### config.mk
export PLATFORM = sky130hd
export DESIGN_NAME = ram_arbiter_2req
export DESIGN_NICKNAME = d
export VERILOG_FILES = /design/src/rtl/ram_arbiter_2req.sv
export SDC_FILE = /design/constraint.sdc
export NUM_CORES = 1
export LEC_CHECK = 0
export CAP_MARGIN = 20
export CORE_UTILIZATION = 26
export CTS_BUF_LIST = sky130_fd_sc_hd__clkbuf_16
export CTS_CLUSTER_DIAMETER = 40
export CTS_CLUSTER_SIZE = 8
export DETAILED_ROUTE_END_ITERATION = 8
export PLACE_DENSITY = 0.64
export REMOVE_ABC_BUFFERS = 1
export SYNTH_ARGS = -nofsm -noshare
export SYNTH_HDL_FRONTEND = slang
export SYNTH_SLANG_ARGS = --single-unit
export TNS_END_PERCENT = 10
### constraint.sdc
create_clock -name clk -period 2.1 [get_ports clk]
set_clock_uncertainty 0.2 [all_clocks]
set_input_delay 0.42 -clock clk [delete_from_list [all_inputs] [get_ports clk]]
set_output_delay 0.42 -clock clk [all_outputs]
set_load 0.01 [all_outputs]
### src/rtl/ram_arbiter_2req.sv
// Two-requester arbiter for one single-port register-file RAM; IDLE/ACCESS/RESP sequencing.
// Define RAM_ARB_RR_EN for round-robin tie breaking; otherwise requester 0 has fixed priority.
module ram_arbiter_2req #(
  parameter int AW = 1,
  parameter int DW = 4
) (
  input  logic          clk,
  input  logic          rst_n,
  input  logic          req0,
  input  logic          req1,
  input  logic          we0,
  input  logic          we1,
  input  logic [AW-1:0] addr0,
  input  logic [AW-1:0] addr1,
  input  logic [DW-1:0] wdata0,
  input  logic [DW-1:0] wdata1,
  output logic          gnt0,
  output logic          gnt1,
  output logic          rvalid0,
  output logic          rvalid1,
  output logic [DW-1:0] rdata,
  output logic          ram_we,
  output logic [AW-1:0] ram_addr,
  output logic [DW-1:0] ram_wdata,
  input  logic [DW-1:0] ram_rdata,
  output logic          busy,
  output logic [1:0]    dbgState
);

  // Handshake: a requester holds reqN with stable we/addr/wdata until gntN pulses; the arbiter
  // samples requests only on edges leaving IDLE or RESP, so the cycle after gnt is free to drop
  // or replace the request. Read data arrives with a one-cycle rvalidN pulse the cycle after gnt.
  typedef enum logic [1:0] {
    IDLE   = 2'd0,
    ACCESS = 2'd1,
    RESP   = 2'd2
  } state_e;

  state_e        state;
  logic          sel;
  logic          cmdWe;
  logic          winner;
  logic          tieWinner;
  logic          winWe;
  logic [AW-1:0] winAddr;
  logic [DW-1:0] winWdata;

`ifdef RAM_ARB_RR_EN
  logic last;
  assign tieWinner = ~last;
`else
  assign tieWinner = 1'b0;
`endif

  // Only feeds register loads at IDLE/RESP edges; no RAM port sees req combinationally.
  always_comb begin
    winner = 1'b0;
    if (req0 && req1) begin
      winner = tieWinner;
    end else if (req1) begin
      winner = 1'b1;
    end
    winWe    = winner ? we1 : we0;
    winAddr  = winner ? addr1 : addr0;
    winWdata = winner ? wdata1 : wdata0;
  end

  always_ff @(posedge clk or negedge rst_n) begin
    if (!rst_n) begin
      state     <= IDLE;
      sel       <= 1'b0;
      cmdWe     <= 1'b0;
      gnt0      <= 1'b0;
      gnt1      <= 1'b0;
      rvalid0   <= 1'b0;
      rvalid1   <= 1'b0;
      rdata     <= '0;
      ram_we    <= 1'b0;
      ram_addr  <= '0;
      ram_wdata <= '0;
      busy      <= 1'b0;
`ifdef RAM_ARB_RR_EN
      last      <= 1'b1;
`endif
    end else begin
      gnt0    <= 1'b0;
      gnt1    <= 1'b0;
      rvalid0 <= 1'b0;
      rvalid1 <= 1'b0;
      ram_we  <= 1'b0;
      case (state)
        IDLE, RESP: begin
          if (req0 || req1) begin
            state     <= ACCESS;
            sel       <= winner;
            cmdWe     <= winWe;
            ram_we    <= winWe;
            ram_addr  <= winAddr;
            ram_wdata <= winWdata;
            gnt0      <= ~winner;
            gnt1      <= winner;
            busy      <= 1'b1;
`ifdef RAM_ARB_RR_EN
            last      <= winner;
`endif
          end else begin
            state <= IDLE;
            busy  <= 1'b0;
          end
        end
        ACCESS: begin
          state <= RESP;
          busy  <= 1'b1;
          // ram_rdata reflects ram_addr, which has been stable for the whole ACCESS cycle.
          if (!cmdWe) begin
            rdata   <= ram_rdata;
            rvalid0 <= ~sel;
            rvalid1 <= sel;
          end
        end
        default: begin
          state <= IDLE;
          busy  <= 1'b0;
        end
      endcase
    end
  end

  assign dbgState = state;

  gntMutex: assert property (@(posedge clk) disable iff (!rst_n) !(gnt0 && gnt1));
  weOnlyInAccess: assert property (@(posedge clk) disable iff (!rst_n) ram_we |-> (state == ACCESS));

endmodule

Yosys cells after proc, flatten, opt, wreduce, memory -nomap -nowiden --
Index checks and enable logic that the tools add are counted.
Cells by class: $add $sub $neg 0, multipliers 0, divide/modulo/power cells 0, order comparisons 0, equal/unequal tests 2, shift operators 0, muxes and demuxes 19, bitwise logic cells 3, reduce and logical (&&, ||, !) cells 6
Operators with widths (number):
- 1-bit two-way mux | 16
- 4-bit two-way mux | 1
- 2-bit one-hot mux with 2 select lines | 1
- 2-bit AND reduction | 2
- 1-bit NOT | 3
- 2-bit by 1-bit equality test with 1-bit output, second input constant | 1
- 2-bit equality test, second input constant | 1
- 2-bit logical NOT | 1
- 1-bit one-hot mux with 2 select lines | 1
- 2-bit OR reduction | 1
- 1-bit logical AND | 1
- 1-bit logical OR | 1
Word-level totals: register bits after elaboration 19, latch bits 0, memory bits (writable) 0, memory bits (read-only) 0, input port bits 20, output and inout port bits 17, logic and storage cells 42, memories 0

Logic depth before layout (Yosys ltp) --
Gate-level depths: netlist of run 1.
depth in word-level cells 5, gate-level depth with buffers 3, mapped depth without buffers 2

Worst setup path before layout of run 1 --
Ideal clock, no wire load.
path type reg-to-reg, start reg state[0], in the netlist dbgState[0], end reg rdata[0], library setup time 0.125 ns, arrival time 1.082 ns, required time 1.775 ns, slack 0.693 ns, cell stages (with the launch flop) 3, buffers on the path 0, clock period less this slack 1.407 ns, cells stage by stage dfrtp_1 nor3b_4 mux2_2
On the way: word-level cells in the longest chain between the ends 2
RTL lines:
- from (decl) | RTL line 39 | state_e state;
- from (signal assigned) | RTL line 70 | state <= IDLE;
- from (signal assigned) | RTL line 94 | state <= ACCESS;
- from (signal assigned) | RTL line 107 | state <= IDLE;
- 2-bit by 1-bit equality test with 1-bit output | RTL line 91 | case (state)
- 2-bit AND reduction (no source line)
- to (signal assigned) | RTL line 116 | rdata <= ram_rdata;
- to (decl) | RTL line 21 | output logic [DW-1:0] rdata,
No other way between the ends. A chain may end at the register's enable or synchronous reset.

Worst setup path in the final report of run 1 --
start reg state[0], in the netlist dbgState[0], end out dbgState[0]
RTL lines:
- to (decl) | RTL line 27 | output logic [1:0] dbgState
No word-level cell between the ends.

==> out/qor.csv, run 1 <==
stage,metric,value,unit
pwr,p_switching,0.293,mW
pwr,p_clk_frac,0.312,
yosys,netlist_instances,66,
placed_design,dp_hpwl,1220,um
critical_path,cp.required,1.48,ns
critical_path,arrival,1.25,ns
sta,finalSetupTns,0,ns
clock_network,cts_setup_buffers,0,
final_layout,n_antenna_cell,0,
clock_network,clockRootBuffer,clkbuf_16,
clock_network,numCtsBuffers,3,
yosys,synth_commonest_cells,"19 x dfrtp_1, 14 x inv_1, 6 x a222oi_1, 6 x nor2_1",
final_layout,design_area,1270,um2
yosys,ys_types,15,
sta,worst_pin_slew,0.502,ns
yosys,synth_top_area_cell,dfrtp_1,
sta,period_share,0.890,
flow_run,drv_cap,0,
placed_design,gp_congestion,0.695,
pwr,p_leak,0.588,nW
critical_path,rr_endpoint,rdata[1],
routing,drtIter0Drc,49,
critical_path,worst_path_max_delay_cell,clkdlybuf4s50_1,
grt,grtUsageTotal,0.117,
critical_path,worstSetupPathType,flop to primary output,
pwr,seqPwrFrac,0.402,
placed_design,pre_cts_ws,0.179,ns
routing,drt-vias-per-instance,4.54,
yosys,postSynthAreaPerCell,11.6,um2
yosys,synth_compound_area_frac,0.108,
pwr,p_int,0.919,mW
critical_path,path_delay_family,buffers and inverters,
routing,dr_total_vias,635,
yosys,synth_top_cell_area_share,0.620,
status,outcome,"complete, no violations",
yosys,synth-simple-area-share,0.132,
placed_design,place_area,1190,um2
clock_network,cts-resized-gates,0,
critical_path,cpPeakStageDelay,0.58,ns
yosys,synth_top_family_by_area,simple AND/OR/NAND/NOR gates,
yosys,muxShareOfSynthArea,0.0587,
critical_path,reg2reg_from,dbgState[0],
sta,rsz0062_at_grt,no,
routing,first_pass_iters,5,
grt,antenna_found_initial,0,
placed_design,numPortBuffers,36,
routing,drt-total-wl,1650,um
yosys,synthXorXnorAreaFrac,0,
sta,relSlewSlack,0.665,
yosys,synth_warnings,0,
clock_network,clk_pin_slew_worst_paths,0.05,ns
die,die_h,56.3,um
yosys,syn_area,767,um2
pwr,power_density,953,nW/um2
sta,setup_viol,0,
min_path,worstHoldPathCells,1,
sta,maxSlewViolCount,0,
clock_network,cts_tree,built,
clock_network,htree_levels,1,
grt,grt_overflow,0,
final_layout,fill_cells,268,
die,die-area,3170,um2
critical_path,critPathLaunchType,flop,
yosys,synth-adder-area-share,0,
yosys,ys_seq_elements,19,
pwr,ir_worst_vdd,0.000946,V
min_path,worstHoldStart,sel,
die,top_level_ports,37,
clock_network,clock_path_buffers,2,
critical_path,rr_worst_depth,3,
critical_path,worst-path-buf-inv,1,
pwr,combPwrFrac,0.286,
min_path,min_path_type,flop to flop,
die,core,2780,um2
grt,grt_pass1_wl,2800,um
yosys,synth-async-reset-ratio,1.00,
sta,min_period,1.87,ns
die,num_rows,19,
routing,wl_per_cell,11.8,um
final_layout,seq_area,475,um2
yosys,synthFlopType,dfrtp_1,
final_layout,layout-drive-gt1-share,0.119,
sta,max_freq,535,MHz
yosys,yosysMostFrequentCell,dfrtp_1,
final_layout,multi_input_area,229,um2
die,start_util,0.276,
critical_path,crit_fanout,6,
grt,grt_pass1_vias,636,
clock_network,clk_latency,0.25,ns
sta,setup_ws,0.231,ns
critical_path,crit_chain,clkdlybuf4s50_1,
pwr,p_sw_frac,0.242,
grt,grt_max_degree,20,
min_path,min_to,rvalid1,
sta,hold_ws,0.276,ns
clock_network,ctsHoldBuffers,0,
final_layout,fin_nets,130,
clock_network,clock-sinks,19,
critical_path,end_kind,primary output,
yosys,synth_edf_count,0,
sta,hold_viol,0,
die,die_w,56.3,um
yosys,ys_seq_area_frac,0.620,
final_layout,syn_to_final_growth,65.9,%
yosys,yosys-top-cells-area,"dfrtp_1 62%, a222oi_1 7.8%, inv_1 6.9%, mux2_2 5.9%, nor2b_1 3.3%",
critical_path,reg2reg_setup_slack,0.45,ns
routing,final_antenna_net_count,0,
routing,drc,0,
-- stage by stage --
stage               instances   util  power, mW
floorplan                  64      -      0.624
global placement          136  0.429      0.837
detailed placement        136  0.429      0.845
CTS                       140  0.457       1.23
global route              140  0.457       1.28
finish                    140  0.457       1.21
-- logic make-up after synthesis --
kind of cell	count (synthesis)
and+or+nand+nor	17
muxes	4
DFF	19
buffers and inverters	16
AOI/OAI and AO/OA	10
-- metal layers --
layer,wire length (um),GRT usage
met2,800,0.194
met1,691,0.131
met4,11,0.0314
met3,150,0.0599
met5,0,0
-- power groups by stage --
stage                     Clock, mW  Combinational [mW]  Sequential [mW]
after floorplan                   0              0.0942            0.530
after global placement            0               0.347            0.491
after detailed placement          0               0.350            0.494
after CTS                     0.393               0.351            0.489
after global routing          0.410               0.372            0.499
final                         0.379               0.347            0.487
-- cells in the final DEF (no fill, tap or decap), drive strengths merged --
cell	count
clkdlybuf4s50	36
dfrtp	19
inv	15
nor2	6
a222oi	6
buf	5
nor2b	4
mux2	4
a21oi	3
clkbuf	3
and2	2
nor3	1
nand2	1
nand3b	1
nor3b	1
o21bai	1
nand2b	1
-- final cells by class --
type / count / area share
clock inverters: 1 / 0.00295
clock buffers: 3 / 0.0590
inverters: 14 / 0.0413
flip-flops and latches: 19 / 0.374
multi-input cells: 31 / 0.180
well taps: 31 / 0.0305
repair buffers: 41 / 0.313
-- worst max path at each step --
stage,startpoint,to,depth (start not counted)
final,dbgState[0],dbgState[0],1
after global routing,dbgState[0],dbgState[0],1
after CTS,dbgState[0],dbgState[0],1
after detailed placement,req0,ram_wdata[3],4
after global placement,req1,ram_wdata[0],3
after floorplan,dbgState[0],rdata[0],2
No activity file was read; power rests on OpenSTA's default activity.
==> run 2, diff against run 1 <==
--- a/config.mk
+++ b/config.mk
@@ -6,6 +6,7 @@
 export NUM_CORES = 1
 export LEC_CHECK = 0
 export CAP_MARGIN = 20
+export CORE_MARGIN = 4
 export CORE_UTILIZATION = 26
 export CTS_BUF_LIST = sky130_fd_sc_hd__clkbuf_16
 export CTS_CLUSTER_DIAMETER = 40
==> constraint.sdc (replaced) <==
create_clock -name clk -period 2.1 [get_ports clk]
set_clock_uncertainty 0.2 [all_clocks]
set_input_delay 0.42 -clock clk [delete_from_list [all_inputs] [get_ports clk]]
set_output_delay 0.42 -clock clk [all_outputs]
set_load 0.05 [all_outputs]
==> run 2 against run 1 <==
Die area rose by 22%. Worst hold slack improved by 0.013 ns. Clock power barely moved.
==> out/qor.csv, run 2 (same netlist as run 1, synthesis figures left out) <==
stage,metric,value,unit,change
status,outcome,"complete, no violations",,
die,start_util,0.276,,unchanged
critical_path,crit_cells,1,,unchanged
clock_network,clk_latency,0.25,ns,about the same
critical_path,cpPeakStageDelay,0.80,ns,+0.22 ns
flow_run,drv_cap,0,,unchanged
final_layout,fin_nets,129,,-0.77%
clock_network,clk_pin_slew_worst_paths,0.05,ns,about the same
critical_path,worstSetupPathType,flop to primary output,,
grt,use_met3,0.0468,,-0.0131
final_layout,design_area,1250,um2,-1.8%
pwr,p_switching,0.522,mW,+78%
final_layout,n_antenna_cell,0,,unchanged
grt,use_met1,0.116,,-0.0151
clock_network,cts-resized-gates,0,,unchanged
pwr,seqPwrFrac,0.340,,-0.062
pwr,ir_worst_vdd,0.000701,V,-26%
sta,period_share,0.956,,+0.0661
min_path,worstHoldPathCells,1,,unchanged
die,die_h,62.3,um,+11%
sta,rsz0062_at_grt,no,,
die,core,2780,um2,unchanged
grt,use_met2,0.161,,-0.0333
clock_network,cts_setup_buffers,0,,unchanged
final_layout,fill_cells,273,,+1.9%
clock_network,ctsHoldBuffers,0,,unchanged
critical_path,rr_worst_depth,3,,unchanged
pwr,total_power,1.43,mW,+18%
routing,dr_total_vias,635,,unchanged
critical_path,end_kind,primary output,,
sta,hold_ws,0.289,ns,+0.0131 ns
pwr,p_leak,0.598,nW,+1.7%
placed_design,place_area,1170,um2,-1.9%
clock_network,clock_path_buffers,2,,unchanged
routing,drt-vias-per-instance,4.57,,+0.72%
pwr,p_sw_frac,0.366,,+0.124
critical_path,crit_chain,clkdlybuf4s50_1,,
clock_network,clockRootBuffer,clkbuf_16,,
placed_design,dp_hpwl,1360,um,+12%
clock_network,cts_tree,built,,
grt,grtUsageTotal,0.102,,-0.0147
sta,finalSetupTns,0,ns,unchanged
grt,grt_pass1_vias,721,,+13%
placed_design,pre_cts_ws,0.157,ns,-0.0218 ns
sta,worst_pin_slew,0.504,ns,+0.00175 ns
routing,drt-total-wl,1840,um,+12%
clock_network,clock-sinks,19,,unchanged
critical_path,worst_path_max_delay_cell,clkdlybuf4s50_1,,
pwr,p_clk_frac,0.267,,-0.045
min_path,min_path_type,flop to flop,,
critical_path,cp.required,1.48,ns,about the same
grt,grt_max_degree,20,,unchanged
routing,wl_per_cell,13.3,um,+12%
routing,final_antenna_net_count,0,,unchanged
routing,first_pass_iters,4,,-1
pwr,power_density,1140,nW/um2,+20%
routing,drc,0,,unchanged
clock_network,numCtsBuffers,3,,unchanged
grt,antenna_found_initial,0,,unchanged
routing,drtIter0Drc,38,,-22%
grt,grt_pass1_wl,3200,um,+14%
pwr,combPwrFrac,0.393,,+0.107
sta,setup_viol,0,,unchanged
final_layout,layout-drive-gt1-share,0.213,,+0.0937
sta,relSlewSlack,0.663,,-0.00117
die,die_w,62.3,um,+11%
sta,hold_viol,0,,unchanged
final_layout,final_common_cell,clkdlybuf4s50_1,,
clock_network,htree_levels,1,,unchanged
placed_design,numPortBuffers,36,,unchanged
die,top_level_ports,37,,unchanged
critical_path,crit_fanout,2,,-4
critical_path,arrival,1.39,ns,+0.14 ns
sta,setup_ws,0.0925,ns,-0.139 ns
critical_path,critPathLaunchType,flop,,
sta,max_freq,498,MHz,-6.9%
placed_design,gp_congestion,0.771,,+11%
pwr,p_int,0.904,mW,-1.6%
sta,maxSlewViolCount,0,,unchanged
critical_path,path_delay_family,buffers and inverters,,
final_layout,final_cell_mix,"25 x clkdlybuf4s50_1, 19 x dfrtp_1, 15 x inv_1",,
grt,grt_overflow,0,,unchanged
die,die-area,3880,um2,+22%
sta,min_period,2.01,ns,+0.139 ns
critical_path,worst-path-buf-inv,1,,unchanged
grt,busiest_layer,met2,,
die,num_rows,19,,unchanged
critical_path,reg2reg_setup_slack,0.59,ns,+0.14 ns
final_layout,syn_to_final_growth,63.0,%,
[run 2: cell count changes in the layout (fill, tap and decap cells not counted)]
| cell | change |
|---|---|
| buf_4 | +9 |
| buf_12 | +1 |
| clkdlybuf4s50_1 | -11 |
[run 2: layout make-up]
type,instances,area [um2],share of cell area
sequential,19,475,0.380
clock inverter,1,3.75,0.00300
tap,31,38.8,0.0310
multi-input combinational,31,229,0.183
clock buffer,3,75.1,0.0601
timing repair buffer,40,375,0.300
inverter,14,52.6,0.0420
[run 2: through the flow]
| stage | util | cells |
|---|---|---|
| floorplan | - | 64 |
| global placement | 0.421 | 135 |
| detailed placement | 0.421 | 135 |
| CTS | 0.449 | 139 |
| global route | 0.449 | 139 |
| finish | 0.449 | 139 |
[run 2: path summary, 6_finish.rpt]
path,from,to
setup / recovery,rdata[1],rdata[1]
hold / removal,sel,rvalid1
setup reg to reg,dbgState[0],ram_addr
hold reg to reg,sel,rvalid1
max in group asynchronous,rst_n,rdata[0]
min in group asynchronous,rst_n,rdata[2]
[run 2: power by group through the flow]
stage               clock network [mW]  registers [mW]  logic [mW]
global placement                     0           0.490       0.559
finish                           0.380           0.485       0.561
detailed placement                   0           0.492       0.567
global route                     0.410           0.497       0.593
floorplan                            0           0.747      0.0946
CTS                              0.398           0.487       0.567
[run 2: per-layer routing]
layer / wire, um / part of all wire
met1: 789 / 0.43
met3: 171 / 0.093
met5: 0 / 0
met4: 15 / 0.0081
met2: 868 / 0.47
